### src/rtl/muldiv_pkg.sv
// Shared encodings for the iterative multiply/divide unit.
package muldiv_pkg;

   typedef enum logic [1:0] {
      OpMul   = 2'b00,
      OpMulhu = 2'b01,
      OpDivu  = 2'b10,
      OpRemu  = 2'b11
   } op_e;

   typedef enum logic [1:0] {
      StIdle = 2'b00,
      StRun  = 2'b01,
      StDone = 2'b10
   } state_e;

   localparam int unsigned ITER = 32;
   localparam int unsigned CntW = 6;
   localparam logic [CntW-1:0] LastCnt = CntW'(ITER - 1);

   function automatic logic is_div(input logic [1:0] op);
      return op[1];
   endfunction

endpackage

### src/rtl/muldiv_core.sv
// Radix-2 datapath: shift-add multiply or restoring divide on a shared 64-bit accumulator.
module muldiv_core #(
   parameter int unsigned XLEN = 32
) (
   input  logic              clk_i,
   input  logic              reset_i,
   input  logic              load_i,
   input  logic              step_i,
   input  logic              div_i,
   input  logic [XLEN-1:0]   a_i,
   input  logic [XLEN-1:0]   b_i,
   output logic [2*XLEN-1:0] acc_next_o
);

   logic [2*XLEN-1:0] acc_q, acc_d;
   logic [XLEN-1:0]   b_q, b_d;
   logic [XLEN-1:0]   hi, lo;
   logic [XLEN:0]     mul_sum;
   logic [XLEN:0]     rem_sh;
   logic [XLEN:0]     rem_diff;
   logic              rem_ge;

   assign hi = acc_q[2*XLEN-1:XLEN];
   assign lo = acc_q[XLEN-1:0];

   always_comb begin
      // Multiply: hi accumulates partial products, lo shifts out multiplier bits.
      mul_sum  = {1'b0, hi} + (lo[0] ? {1'b0, b_q} : '0);
      // Divide: hi is the partial remainder, lo shifts dividend out and quotient in.
      rem_sh   = {hi, lo[XLEN-1]};
      rem_diff = rem_sh - {1'b0, b_q};
      rem_ge   = (rem_sh >= {1'b0, b_q});
      if (div_i) begin
         acc_next_o = {(rem_ge ? rem_diff[XLEN-1:0] : rem_sh[XLEN-1:0]),
                       lo[XLEN-2:0], rem_ge};
      end else begin
         acc_next_o = {mul_sum, lo[XLEN-1:1]};
      end
   end

   always_comb begin
      acc_d = acc_q;
      b_d   = b_q;
      if (load_i) begin
         acc_d = {{XLEN{1'b0}}, a_i};
         b_d   = b_i;
      end else if (step_i) begin
         acc_d = acc_next_o;
      end
   end

   always_ff @(posedge clk_i) begin
      if (reset_i) begin
         acc_q <= '0;
         b_q   <= '0;
      end else begin
         acc_q <= acc_d;
         b_q   <= b_d;
      end
   end

endmodule

### src/rtl/muldiv_ctrl.sv
// EX-stage mul/div controller: FSM, iteration counter, pipeline stall and divide-by-zero bypass.
module muldiv_ctrl
   import muldiv_pkg::*;
#(
   parameter int unsigned XLEN = 32
) (
   input  logic            clk,
   input  logic            reset,
   input  logic            start,
   input  logic [1:0]      op,
   input  logic [XLEN-1:0] A,
   input  logic [XLEN-1:0] B,
   input  logic            flush,
   output logic            stall,
   output logic            done,
   output logic [XLEN-1:0] result,
   output logic            busy
);

   state_e            state_q, state_d;
   logic [CntW-1:0]   cnt_q, cnt_d;
   op_e               op_q, op_d;
   logic [XLEN-1:0]   result_q, result_d;
   logic              done_q, done_d;
   logic              div_zero;
   logic              core_load;
   logic              core_step;
   logic [2*XLEN-1:0] acc_next;

   assign div_zero = is_div(op) && (B == '0);

   muldiv_core #(
      .XLEN(XLEN)
   ) u_core (
      .clk_i      (clk),
      .reset_i    (reset),
      .load_i     (core_load),
      .step_i     (core_step),
      .div_i      (is_div(op_q)),
      .a_i        (A),
      .b_i        (B),
      .acc_next_o (acc_next)
   );

   always_ff @(posedge clk) begin
      if (reset) begin
         state_q  <= StIdle;
         cnt_q    <= '0;
         op_q     <= OpMul;
         result_q <= '0;
         done_q   <= 1'b0;
      end else begin
         state_q  <= state_d;
         cnt_q    <= cnt_d;
         op_q     <= op_d;
         result_q <= result_d;
         done_q   <= done_d;
      end
   end

   always_comb begin
      state_d  = state_q;
      cnt_d    = cnt_q;
      op_d     = op_q;
      result_d = result_q;
      done_d   = 1'b0;
      unique case (state_q)
         StIdle: begin
            if (start && !flush) begin
               op_d  = op_e'(op);
               cnt_d = '0;
               if (div_zero) begin
                  state_d  = StDone;
                  done_d   = 1'b1;
                  result_d = (op_e'(op) == OpDivu) ? '1 : A;
               end else begin
                  state_d = StRun;
               end
            end
         end
         StRun: begin
            cnt_d = cnt_q + 1'b1;
            if (cnt_q == LastCnt) begin
               state_d = StDone;
               done_d  = 1'b1;
               unique case (op_q)
                  OpMul, OpDivu:   result_d = acc_next[XLEN-1:0];
                  OpMulhu, OpRemu: result_d = acc_next[2*XLEN-1:XLEN];
                  default:         result_d = result_q;
               endcase
            end
         end
         StDone:  state_d = StIdle;
         default: state_d = StIdle;
      endcase
      if (flush) begin
         state_d  = StIdle;
         done_d   = 1'b0;
         result_d = result_q;
      end
   end

   always_comb begin
      busy      = (state_q != StIdle);
      // While reset is held the FSM is treated as idle so stall tracks start directly.
      stall     = !flush && ((reset || state_q == StIdle) ? start
                                                           : (state_q == StRun));
      core_load = (state_q == StIdle) && start && !flush && !div_zero;
      core_step = (state_q == StRun);
      done      = done_q;
      result    = result_q;
   end

endmodule

### config.mk
export PLATFORM = sky130hd
export DESIGN_NAME = muldiv_ctrl
export DESIGN_NICKNAME = d
export VERILOG_FILES = /design/src/rtl/muldiv_pkg.sv /design/src/rtl/muldiv_core.sv /design/src/rtl/muldiv_ctrl.sv
export SDC_FILE = /design/constraint.sdc
export NUM_CORES = 1
export LEC_CHECK = 0
export CORE_UTILIZATION = 35
export DETAILED_ROUTE_END_ITERATION = 12
export SYNTH_ARGS = -nofsm -noshare
export SYNTH_HDL_FRONTEND = slang
export SYNTH_SLANG_ARGS = --single-unit
### constraint.sdc
create_clock -name clk -period 3.5 [get_ports clk]
set_clock_uncertainty 0.05 [all_clocks]
set_input_delay 0.7 -clock clk [delete_from_list [all_inputs] [get_ports clk]]
set_output_delay 0.7 -clock clk [all_outputs]
set_load 0.01 [all_outputs]
==> impl_metrics.tcl <==
set metrics [dict create \
    hold_ws_ns 0.417 \
    power.leakage_nw 5.74 \
    grt.overflow.total 0 \
    wl_um 41500 \
    clock_latency_ns 0.45 \
    dieArea_um2 31300 \
    p_seq_share_pct 32.7 \
    grt_antenna_before_repair 0 \
    synth_cells 1447 \
    arrival_ns 3.73 \
    final_hold_viol_count 0 \
    wl_per_cell_um 20.1 \
    timing.slew.headroom_pct 49.9 \
    die_h_um 177 \
    path_max_fanout 6 \
    cts_tree "yes" \
    core_area_um2 29900 \
    syn2layout_area_growth_pct 32.2 \
    via_count 12100 \
    ys_types 78 \
    syn_area_um2 10700 \
    portBuffers 104 \
    diodes 0 \
    cp_slowest_stage_delay_ns 0.50 \
    fin_nets 1801 \
    p_sw_share_pct 32.0 \
    fmax_ghz 0.294 \
    drive_gt1_share_pct 16.9 \
    layout_common_cells "177 x buf_4, 154 x nor2_1, 150 x nand2_1, 138 x a21oi_1, 137 x dfxtp_1" \
    cts_root_buffer "clkbuf_16" \
    num_io_pins 105 \
    layout_commonest_cell "buf_4" \
    ys.flop_type "dfxtp_1" \
    crit_required_ns 3.83 \
    gp_congestion 0.968 \
    htree_levels 4 \
    firstDrtPassIters 6 \
    cp_slowest_cell "a311o_2" \
    power_mw 5.16 \
    grt_pass1_vias 11590 \
    rows 63 \
    avgViaCountPerCell 5.85 \
    grt_max_degree 56 \
    end_kind "register" \
    fp.dieW_um 177 \
    finalSetupViolations 0 \
    synth-seq-area-share_pct 26.0 \
    drc 0 \
    worst_pin_slew_ns 0.752 \
    async_flop_share_pct 0 \
    max-cap-violations 0 \
    clkTransAtPathRegs_ns 0.07 \
    status "completed" \
    track_usage_pct 26.6 \
    ys_warn_count 0 \
    dp_cells 2033 \
    syn_nets 1584 \
    ant_nets 0 \
    dp.final_hpwl_um 31900 \
    critPathKind "reg2reg" \
    fin_cells 2067 \
    synth-edff-count 0 \
    cts_buffer_depth 2 \
    cts_buffers 17 \
    start_util_pct 35.8 \
    drt_iter0_drc 1111 \
    p_sw_mw 1.65 \
    grt_pass1_wl_um 64400 \
    cp_cell_sequence "inv_1, ha_1, and3_1, nand3_2, a21oi_4, o2111ai_4, a311o_2, buf_4, buf_4, a21oi_1, a211oi_1, buf_4, or3_1, a21oi_1" \
    post-route-period-util_pct 97.1 \
    fin_util_pct 47.4 \
    synth-seq-cells 139 \
    pwr-share-comb_pct 26.6 \
    synth_area_per_cell_um2 7.40 \
    drv_slew 0 \
    hp-class "reg2reg" \
    num-fill-cells 2933 \
    cellPowerDensity_nw_per_um2 364 \
    start_kind "register" \
    clkSinkCount 139 \
    cts_hold_buffers 0 \
    crit_path_frequent_cell "buf_4" \
    period_needed_ns 3.40 \
    pwr-share-clk_pct 40.7 \
    ir_drop_mv 0.402 \
    final_area_um2 14200 \
    place_area_um2 13300 \
    p_int_mw 3.51 \
]
==> per-stage QoR <==
step                      setup slack, ns  setup TNS [ns]
final                               0.102               0
after global routing              -0.0501          -0.102
after CTS                        0.000480               0
after detailed placement           -0.340          -22.05
after global placement             -0.310          -17.54
after floorplan                     0.422               0
==> cell type report <==
| cell class | instances | area (um^2) | area share, % |
|---|---|---|---|
| clock buffer | 21 | 482 | 3.40 |
| clock inverter | 11 | 180 | 1.27 |
| timing repair buffer | 287 | 2490 | 17.6 |
| tap | 390 | 488 | 3.45 |
| inverter | 55 | 206 | 1.46 |
| multi-input combinational | 1164 | 7520 | 53.1 |
| sequential | 139 | 2790 | 19.7 |
==> critical path, delay by kind of cell (launching register included) <==
family | cells | cell delay, ns
AND/OR/NAND/NOR | 3 | 0.74
flip-flops | 1 | 0.40
adder cells (fa/ha/maj) | 1 | 0.33
buffers and inverters | 4 | 0.55
AO/OA/AOI/OAI | 6 | 1.24
==> power groups by stage <==
stage	sequential [mW]	combinational (mW)	clock, mW
2_1_floorplan	1.70	0.758	0
3_3_place_gp	1.72	1.30	0
3_5_place_dp	1.72	1.30	0
4_1_cts	1.69	1.31	2.11
5_1_grt	1.69	1.47	2.17
6_report	1.69	1.37	2.10
==> metal layers <==
metal | GRT usage [%] | wire length (um)
met2 | 45.0 | 19800
met5 | 0 | 0
met3 | 3.76 | 2420
met4 | 8.80 | 1170
met1 | 34.4 | 18000
==> state kept, by name, indices dropped and copies added, names as in the netlist <==
register      cells
done              1
u_core.b_q       32
result           32
cnt_q             6
op_q              2
u_core.acc_q     64
state_q           2
==> worst paths after layout <==
| kind | from | end | slack (ns) | cells past startpoint |
|---|---|---|---|---|
| max | u_core.b_q[7] | u_core.acc_q[42] | 0.10 | 14 |
| min | u_core.b_q[27] | u_core.b_q[27] | 0.42 | 2 |
| max reg2reg | u_core.b_q[7] | u_core.acc_q[42] | 0.10 | 14 |
| min reg2reg | u_core.b_q[27] | u_core.b_q[27] | 0.42 | 2 |
==> kinds of logic (layout without fill, tap and decap cells) <==
logic type	Yosys count	in the layout	synth area share, %
AOI/OAI and AO/OA	479	479	29.4
xor gates and xnor gates	44	44	3.60
adders and majority gates	67	67	7.97
buffers and inverters	144	374	5.17
DFF	139	139	26.0
muxes	47	47	4.66
and+or+nand+nor	527	527	23.2
==> Yosys cell counts, types with 11 or more instances <==
library cell    n  area share (%)
inv_1          54             1.9
xor2_1         21             1.7
nand3_1        33             1.5
nor3_1         44             2.1
o21ai_0        97             4.5
mux2i_1        33             3.1
a21o_1         23             1.6
xnor2_1        23             1.9
a22oi_1        11            0.77
nand4_1        11            0.64
a221oi_1       23             1.9
dfxtp_1       139              26
a211oi_1       28             2.0
a21oi_1       141             6.6
and3_1         16            0.93
or3_1          11            0.64
o211ai_1       15             1.1
nand2_1       150             5.3
clkbuf_1       75             2.6
ha_1           65             7.6
and2_1         43             2.5
mux2_2         13             1.4
nor4_1         15            0.88
nor2_1        156             5.5
nor2b_1        11            0.64
a31oi_1        27             1.6
a311oi_1       19             1.6
==> what timing repair did <==
action,CTS,global route
buffers inserted,0,2
gates resized for setup,1,26
pin swaps,0,8
endpoints found under the setup margin,2,39
gates cloned,0,0
Note: power is estimated with default switching activity, not from simulation.
